--- src/rtl/midi_spi_tx.sv ---
// -----------------------------------------------------------------------------
// midi_spi_tx
// Serialises a 1..3 byte MIDI message onto a mode-0 SPI link (SCLK idles low,
// MOSI MSB first, receiver samples on the rising edge).
// The bytes are: status, then the 7-bit data1, then the 7-bit data2.
// Every byte is followed by GAP_CYCLES idle clocks. A request with a zero
// length or a status byte without bit 7 set is rejected with a one-cycle
// msg_error pulse.
//
// Parameters
//   CLK_DIV     clk cycles per SCLK half-period (1..255)
//   GAP_CYCLES  idle clk cycles after every byte (1..255)
// Ports
//   clk         system clock, rising edge
//   reset       synchronous, active-low reset
//   msg_valid   upstream request
//   msg_ready   high only in IDLE; handshake = msg_valid & msg_ready
//   msg_status  status byte (bit 7 must be set)
//   msg_data1   first data byte (bits 6:0 used)
//   msg_data2   second data byte (bits 6:0 used)
//   msg_len     number of bytes to send (1..3)
//   msg_error   one-cycle pulse after a rejected request
//   SPI_sclk    registered SPI clock
//   SPI_mosi    registered SPI data
//   busy        high whenever the FSM is not in IDLE
// -----------------------------------------------------------------------------
module midi_spi_tx #(
   parameter int CLK_DIV    = 8,
   parameter int GAP_CYCLES = 16
) (
   input  logic       clk,
   input  logic       reset,
   input  logic       msg_valid,
   output logic       msg_ready,
   input  logic [7:0] msg_status,
   input  logic [7:0] msg_data1,
   input  logic [7:0] msg_data2,
   input  logic [1:0] msg_len,
   output logic       msg_error,
   output logic       SPI_sclk,
   output logic       SPI_mosi,
   output logic       busy
);

   typedef enum logic [1:0] {
      IDLE     = 2'd0,
      SHIFT_LO = 2'd1,
      SHIFT_HI = 2'd2,
      GAP      = 2'd3
   } state_t;

   localparam logic [7:0] DIV_LAST = 8'(CLK_DIV - 1);
   localparam logic [7:0] GAP_LAST = 8'(GAP_CYCLES - 1);

   state_t     state_q, state_d;
   logic [7:0] div_q, div_d;       // shared by the half-period and gap timers
   logic [2:0] bit_q, bit_d;
   logic [1:0] byte_q, byte_d;
   logic [1:0] len_q, len_d;
   logic [7:0] shreg_q, shreg_d;   // byte in flight, bit 7 is on MOSI
   logic [6:0] data1_q, data1_d;
   logic [6:0] data2_q, data2_d;
   logic       sclk_q, sclk_d;
   logic       mosi_q, mosi_d;
   logic       busy_q, busy_d;
   logic       ready_q, ready_d;
   logic       error_q, error_d;

   // Bit 7 of the data bytes is dropped on purpose; folded here so it is not flagged as unused.
   logic unused_s;
   assign unused_s = ^{msg_data1[7], msg_data2[7]};

   // Next-state logic: FSM transitions, counters and the registered SPI pins.
   always_comb begin
      state_d = state_q;
      div_d   = div_q;
      bit_d   = bit_q;
      byte_d  = byte_q;
      len_d   = len_q;
      shreg_d = shreg_q;
      data1_d = data1_q;
      data2_d = data2_q;
      sclk_d  = sclk_q;
      mosi_d  = mosi_q;
      error_d = 1'b0;

      case (state_q)
         IDLE: begin
            sclk_d = 1'b0;
            mosi_d = 1'b0;
            if (msg_valid && ready_q) begin
               if ((msg_len == 2'd0) || !msg_status[7]) begin
                  error_d = 1'b1;
               end else begin
                  // Everything needed later is captured in the handshake cycle.
                  state_d = SHIFT_LO;
                  div_d   = 8'd0;
                  bit_d   = 3'd0;
                  byte_d  = 2'd0;
                  len_d   = msg_len;
                  shreg_d = msg_status;
                  data1_d = msg_data1[6:0];
                  data2_d = msg_data2[6:0];
                  mosi_d  = msg_status[7];
               end
            end else begin
               state_d = IDLE;
            end
         end

         SHIFT_LO: begin
            if (div_q == DIV_LAST) begin
               state_d = SHIFT_HI;
               div_d   = 8'd0;
               sclk_d  = 1'b1;
            end else begin
               div_d = div_q + 8'd1;
            end
         end

         SHIFT_HI: begin
            if (div_q == DIV_LAST) begin
               div_d  = 8'd0;
               sclk_d = 1'b0;
               if (bit_q == 3'd7) begin
                  state_d = GAP;
                  mosi_d  = 1'b0;
               end else begin
                  // MOSI only moves when a new low phase starts.
                  state_d = SHIFT_LO;
                  bit_d   = bit_q + 3'd1;
                  shreg_d = {shreg_q[6:0], 1'b0};
                  mosi_d  = shreg_q[6];
               end
            end else begin
               div_d = div_q + 8'd1;
            end
         end

         GAP: begin
            if (div_q == GAP_LAST) begin
               div_d = 8'd0;
               if (byte_q == (len_q - 2'd1)) begin
                  state_d = IDLE;
               end else begin
                  state_d = SHIFT_LO;
                  byte_d  = byte_q + 2'd1;
                  bit_d   = 3'd0;
                  if (byte_q == 2'd0) begin
                     shreg_d = {1'b0, data1_q};
                  end else begin
                     shreg_d = {1'b0, data2_q};
                  end
                  mosi_d = 1'b0;
               end
            end else begin
               div_d = div_q + 8'd1;
            end
         end

         default: begin
            state_d = IDLE;
            div_d   = 8'd0;
            sclk_d  = 1'b0;
            mosi_d  = 1'b0;
         end
      endcase

      busy_d  = (state_d != IDLE);
      ready_d = (state_d == IDLE);
   end

   // State register with synchronous active-low reset; reset aborts any transfer.
   always_ff @(posedge clk) begin
      if (!reset) begin
         state_q <= IDLE;
         div_q   <= 8'd0;
         bit_q   <= 3'd0;
         byte_q  <= 2'd0;
         len_q   <= 2'd0;
         shreg_q <= 8'd0;
         data1_q <= 7'd0;
         data2_q <= 7'd0;
         sclk_q  <= 1'b0;
         mosi_q  <= 1'b0;
         busy_q  <= 1'b0;
         ready_q <= 1'b0;
         error_q <= 1'b0;
      end else begin
         state_q <= state_d;
         div_q   <= div_d;
         bit_q   <= bit_d;
         byte_q  <= byte_d;
         len_q   <= len_d;
         shreg_q <= shreg_d;
         data1_q <= data1_d;
         data2_q <= data2_d;
         sclk_q  <= sclk_d;
         mosi_q  <= mosi_d;
         busy_q  <= busy_d;
         ready_q <= ready_d;
         error_q <= error_d;
      end
   end

   assign msg_ready = ready_q;
   assign msg_error = error_q;
   assign SPI_sclk  = sclk_q;
   assign SPI_mosi  = mosi_q;
   assign busy      = busy_q;

endmodule

--- config.mk ---
export PLATFORM = sky130hd
export DESIGN_NAME = midi_spi_tx
export DESIGN_NICKNAME = d
export VERILOG_FILES = /design/src/rtl/midi_spi_tx.sv
export SDC_FILE = /design/constraint.sdc
export NUM_CORES = 1
export LEC_CHECK = 0
export CAP_MARGIN = 5
export CORE_ASPECT_RATIO = 0.8
export CORE_MARGIN = 2
export CORE_UTILIZATION = 50
export CTS_CLUSTER_DIAMETER = 30
export CTS_CLUSTER_SIZE = 12
export DETAILED_ROUTE_END_ITERATION = 10
export GPL_TIMING_DRIVEN = 1
export PLACE_DENSITY = 0.78
export SETUP_SLACK_MARGIN = 0.05
export SLEW_MARGIN = 5
export SYNTH_ARGS = -nofsm -noshare
export SYNTH_HDL_FRONTEND = slang
export SYNTH_SLANG_ARGS = --single-unit
--- constraint.sdc ---
create_clock -name clk -period 2.7 [get_ports clk]
set_clock_uncertainty 0.05 [all_clocks]
set_input_delay 0.81 -clock clk [delete_from_list [all_inputs] [get_ports clk]]
set_output_delay 0.81 -clock clk [all_outputs]
set_load 0.05 [all_outputs]
# After elaboration in Yosys (flattened, before gate mapping)
# Cells that the tools add are included.
dict set report word_totals {
  elab_cells 95
  regBits 43
}
dict set report classes {
  addsub 4
  n_bitwise 1
  eq_ne 14
  reduce_logical 19
  muxes 44
}
# op count
set ops {}
lappend ops {{$mux W7} 7}
lappend ops {{$mux W8} 4}
lappend ops {{$pmux W8 S3} 1}
lappend ops {{$pmux W7 S3} 1}
lappend ops {{$mux W2} 10}
lappend ops {{$mux W3} 6}
lappend ops {{$ne A2 B2 Y1 const B} 7}
lappend ops {{$mux W1} 10}
lappend ops {{$pmux W3 S3} 1}
lappend ops {{$reduce_and A3 Y1} 3}
lappend ops {{$add A8 B1 Y8 const B} 1}
lappend ops {{$eq A8 B3 Y1 const B} 1}
lappend ops {{$eq A8 B4 Y1 const B} 1}
lappend ops {{$logic_not A2 Y1} 4}
lappend ops {{$pmux W2 S4} 1}
lappend ops {{$reduce_and A7 Y1} 1}
lappend ops {{$pmux W1 S3} 2}
lappend ops {{$reduce_bool A3 Y1} 2}
lappend ops {{$reduce_and A5 Y1} 1}
lappend ops {{$eq A2 B2 Y1 const B} 2}
lappend ops {{$pmux W2 S2} 1}
lappend ops {{$reduce_and A4 Y1} 1}
lappend ops {{$reduce_bool A2 Y1} 2}
lappend ops {{$add A3 B1 Y3 const B} 1}
lappend ops {{other kinds (11)} 11}

# Depth between registers and ports, before layout
dict set report depth {
  ltp_word 6
  depth_mapped 7
}

# Least setup slack after synthesis
# Ideal clock, no wire load.
dict set report synth_timing {
  kind {input-to-reg}
  from {input msg_len[1]}
  to {register data1_q[5]}
  stages 6
  t_arrival_ps 1917
  setup_time_ps 128
  path_slack_ps 606
  cell_sequence {o2111ai_1 -> inv_1 -> nand2_1 -> buf_2 -> mux2i_1 -> nor2_1}
}
dict set report synth_between {
  elab_chain_len 4
}
# item line_no
set synth_lines {}
lappend synth_lines {{start, declared} 38} ;# input logic [1:0] msg_len,
lappend synth_lines {{$logic_not A2 Y1} 92} ;# if ((msg_len == 2'd0) || !msg_status[7]) begin
lappend synth_lines {{$logic_or A1 B1 Y1} 92}
lappend synth_lines {{$not A1 Y1 (no line)} -}
lappend synth_lines {{$reduce_and A3 Y1 (no line)} -}
lappend synth_lines {{end signal, assigned} 196} ;# data1_q <= data1_d;
lappend synth_lines {{end, declared} 61} ;# logic [6:0] data1_q, data1_d;
# No other way between the ends.
# A chain may end at the register's enable or synchronous reset.

# Worst setup path in the final report
dict set report layout_timing {
  from {register ready_q (netlist: msg_ready)}
  to {output msg_ready}
}
# item line_no
set layout_rtl {}
lappend layout_rtl {{start, declared} 66} ;# logic ready_q, ready_d;
lappend layout_rtl {{start signal, assigned} 201} ;# ready_q <= ready_d;
lappend layout_rtl {{end, declared} 34} ;# output logic msg_ready,
# No word-level cell between the ends.

==> metrics.md <==
| Metric | Value |
|---|---|
| Status | finished clean |
| R2R Setup Slk | 490 ps |
| Hold Crit Start | shreg_q[6] |
| Area contributors post-synth | dfxtp_1 38%, mux2i_1 16%, nor2_1 5.9% |
| Clock Latency Late Sink | 290 ps |
| Fillers | 373 |
| Relative slew slack | 49.7% |
| Busiest layer in global routing | met2 |
| Crit Reg-Reg Endpoint | shreg_q[1] |
| CP endpoint | msg_ready |
| Synth area leader | dfxtp_1 |
| Post-DRT Antenna Nets | 0 |
| Vias | 1860 |
| Final Critical Period | 2390 ps |
| Ys async rst share | 0% |
| Worst path depth | 1 |
| Gpl congestion | 0.903 |
| Seq/Total Area, Yosys | 38.4% |
| CTS tree | built |
| Pleak | 1.20 nW |
| Syn Nets | 292 |
| Initial Util | 52.7% |
| Postcts setup bufs | 0 |
| Overall power | 1.38 mW |
| Critical path arrival | 1530 ps |
| TritonRoute pass-1 iters | 4 |
| Routed len/inst | 13.6 µm |
| # DRC | 0 |
| Hold crit path type | reg2reg |
| PD cells | 497 mW/mm² |
| Mean Syn Cell Area | 8.86 µm² |
| Initial antenna violation count | 0 |
| Final wirelength | 4.69 mm |
| H-tree depth | 2 |
| Post-synth top cells | 43 x dfxtp_1, 35 x mux2i_1, 35 x nor2_1 |
| Max Clk Rate | 418 MHz |
| Die ar. | 0.00504 mm² |
| Number of synthesized flops with an enable pin | 0 |
| Die Y | 63.9 µm |
| Clock buffer depth | 2 |
| Core Box Area | 0.00426 mm² |
| Yosys reg bits | 43 |
| Synth Flop Type | dfxtp_1 |
| # rows | 21 |
| Port Buffers | 31 |
| Critical path required time | 1840 ps |
| Clock transition at path regs | 80 ps |
| Crit. Startpoint | msg_ready |
| Gr usage total | 20.0% |
| Pin count of the biggest net entering global routing | 20 |
| CP max stage delay | 830 ps |
| Delay-heaviest family, CP | buffers and inverters |
| TNS Setup | 0 ps |
| Synth cell types | 45 |
| Worst-path cell chain | clkdlybuf4s50_1 |
| Startpoint types | register |
| Hold Fails Final Rpt | 0 |
| Mapped Area | 0.00224 mm² |
| Layout cells sized above 1 | 5.90% |
| Multi-input logic area | 0.00130 mm² |
| Vias in the first global route | 1724 |
| R2R cell count | 5 |
| Count leader, synth | dfxtp_1 |
| Final Max Tran Viols | 0 |
| Unrepaired setup endpoints after global routing | false |
| Grt met3 use | 5.51% |
| Die Width | 78.9 µm |
| Hpwl dp | 3.54 mm |
| Vias/cell | 5.39 |
| Met2 Track Usage GR | 29.0% |
| Clock buffer count from CTS | 5 |
| Max FO, Critical Path | 5 |
| Clock root buffer | clkbuf_8 |
| Hold_buf cts | 0 |
| I/O Pins | 34 |
| Fin crit share | 88.5% |
| Area added between synthesis and finish | 23.6% |
| Worst Path Buf+Inv | 1 |
| Critical path's slowest cell | clkdlybuf4s50_1 |
| Synth warn | 0 |
| Post-synth top area share | 38.4% |
| Synthesized instance count | 253 |
| CP Capture Type | output pin |
| Sinks on Clock Net | 43 |
| Worst slew pin tran | 754 ps |
| Reg2reg start | div_q[4] |
| DR iter-0 viols | 157 |
| Total congestion overflow | 0 |
| Kind of critical path | reg2out |
| Number of max-cap violations | 0 |
| First-pass GRT wire length | 7.90 mm |
| Met1 GRT Util | 28.8% |
| # nets final | 326 |
| Post_cts resized | 0 |
| Register Area | 861 µm² |
| N_diodes | 0 |
| Max IR drop VDD | 389 µV |
| Setup violations, final | 0 |
[worst min-delay path by stage]
stage | depth (start not counted) | slack (ps) | end
after CTS | 2 | 420 | shreg_q[4]
after detailed placement | 2 | 400 | shreg_q[3]
after global routing | 2 | 440 | shreg_q[4]
final | 2 | 410 | shreg_q[6]
after floorplan | 2 | 380 | shreg_q[6]
after global placement | 2 | 390 | bit_q[1]
[state kept, by name, summed over array words and instances, names as in the netlist]
register,count
byte_q,2
div_q,8
msg_error,1
data2_q,7
data1_q,7
state_q,2
msg_ready,1
SPI_mosi,1
shreg_q,7
SPI_sclk,1
bit_q,3
len_q,2
busy,1
[power by group]
part	switching (mW)	internal (mW)	leakage, nW
clock	0.216	0.370	0.0654
sequential	0.00863	0.648	0.348
combinational	0.0629	0.0724	0.788
[logic make-up (layout without fill, tap and decap cells)]
logic type / after synthesis / in the layout / share of synthesized area, %
AOI/OAI and AO/OA: 51 / 51 / 15.7
xor gates and xnor gates: 3 / 3 / 1.17
adders and majority gates: 10 / 10 / 5.58
buffers and inverters: 20 / 55 / 3.74
DFF: 43 / 43 / 38.4
muxes: 35 / 35 / 15.6
and+or+nand+nor: 91 / 91 / 19.8
[per-layer routing]
layer	vias up	share of wire, %
li1	968	-
met2	48	42
met4	0	0.96
met1	839	52
met3	5	5.2
met5	-	0
[layout make-up]
| class | instances | share of cell area [%] |
|---|---|---|
| well taps | 57 | 2.57 |
| clock inverters | 2 | 2.17 |
| inverters | 9 | 1.22 |
| multi-input cells | 190 | 46.8 |
| flip-flops and latches | 43 | 31.1 |
| repair buffers | 38 | 13.5 |
| clock buffers | 6 | 2.62 |
[tightest hold or removal path, stage by stage, from the launching register on]
cell,delay (ps)
dfxtp_1,320
nand2_1,50
mux2i_1,50
[through the flow]
stage / worst slack (ps) / hold slack [ps] / cell area (µm²) / utilization [%] / cells
after global placement: 102 / 395 / 2640 / 62.0 / 337
final: 309 / 415 / 2770 / 65.1 / 345
after detailed placement: 64.0 / 404 / 2640 / 62.0 / 337
after CTS: 300 / 417 / 2770 / 65.1 / 345
after floorplan: 606 / 385 / 2240 / - / 253
after global routing: 260 / 437 / 2770 / 65.1 / 345
[cell usage in the layout (no fill, tap or decap), types with 7 or more instances in the layout]
master and n:
nor2_1 35, ha_1 10, o21ai_0 11, clkdlybuf4s50_1 31, nand2_1 20, dfxtp_1 43
a21oi_1 11, mux2i_1 35, inv_1 9, nand3_1 7
(Power assumes the default switching activity.)
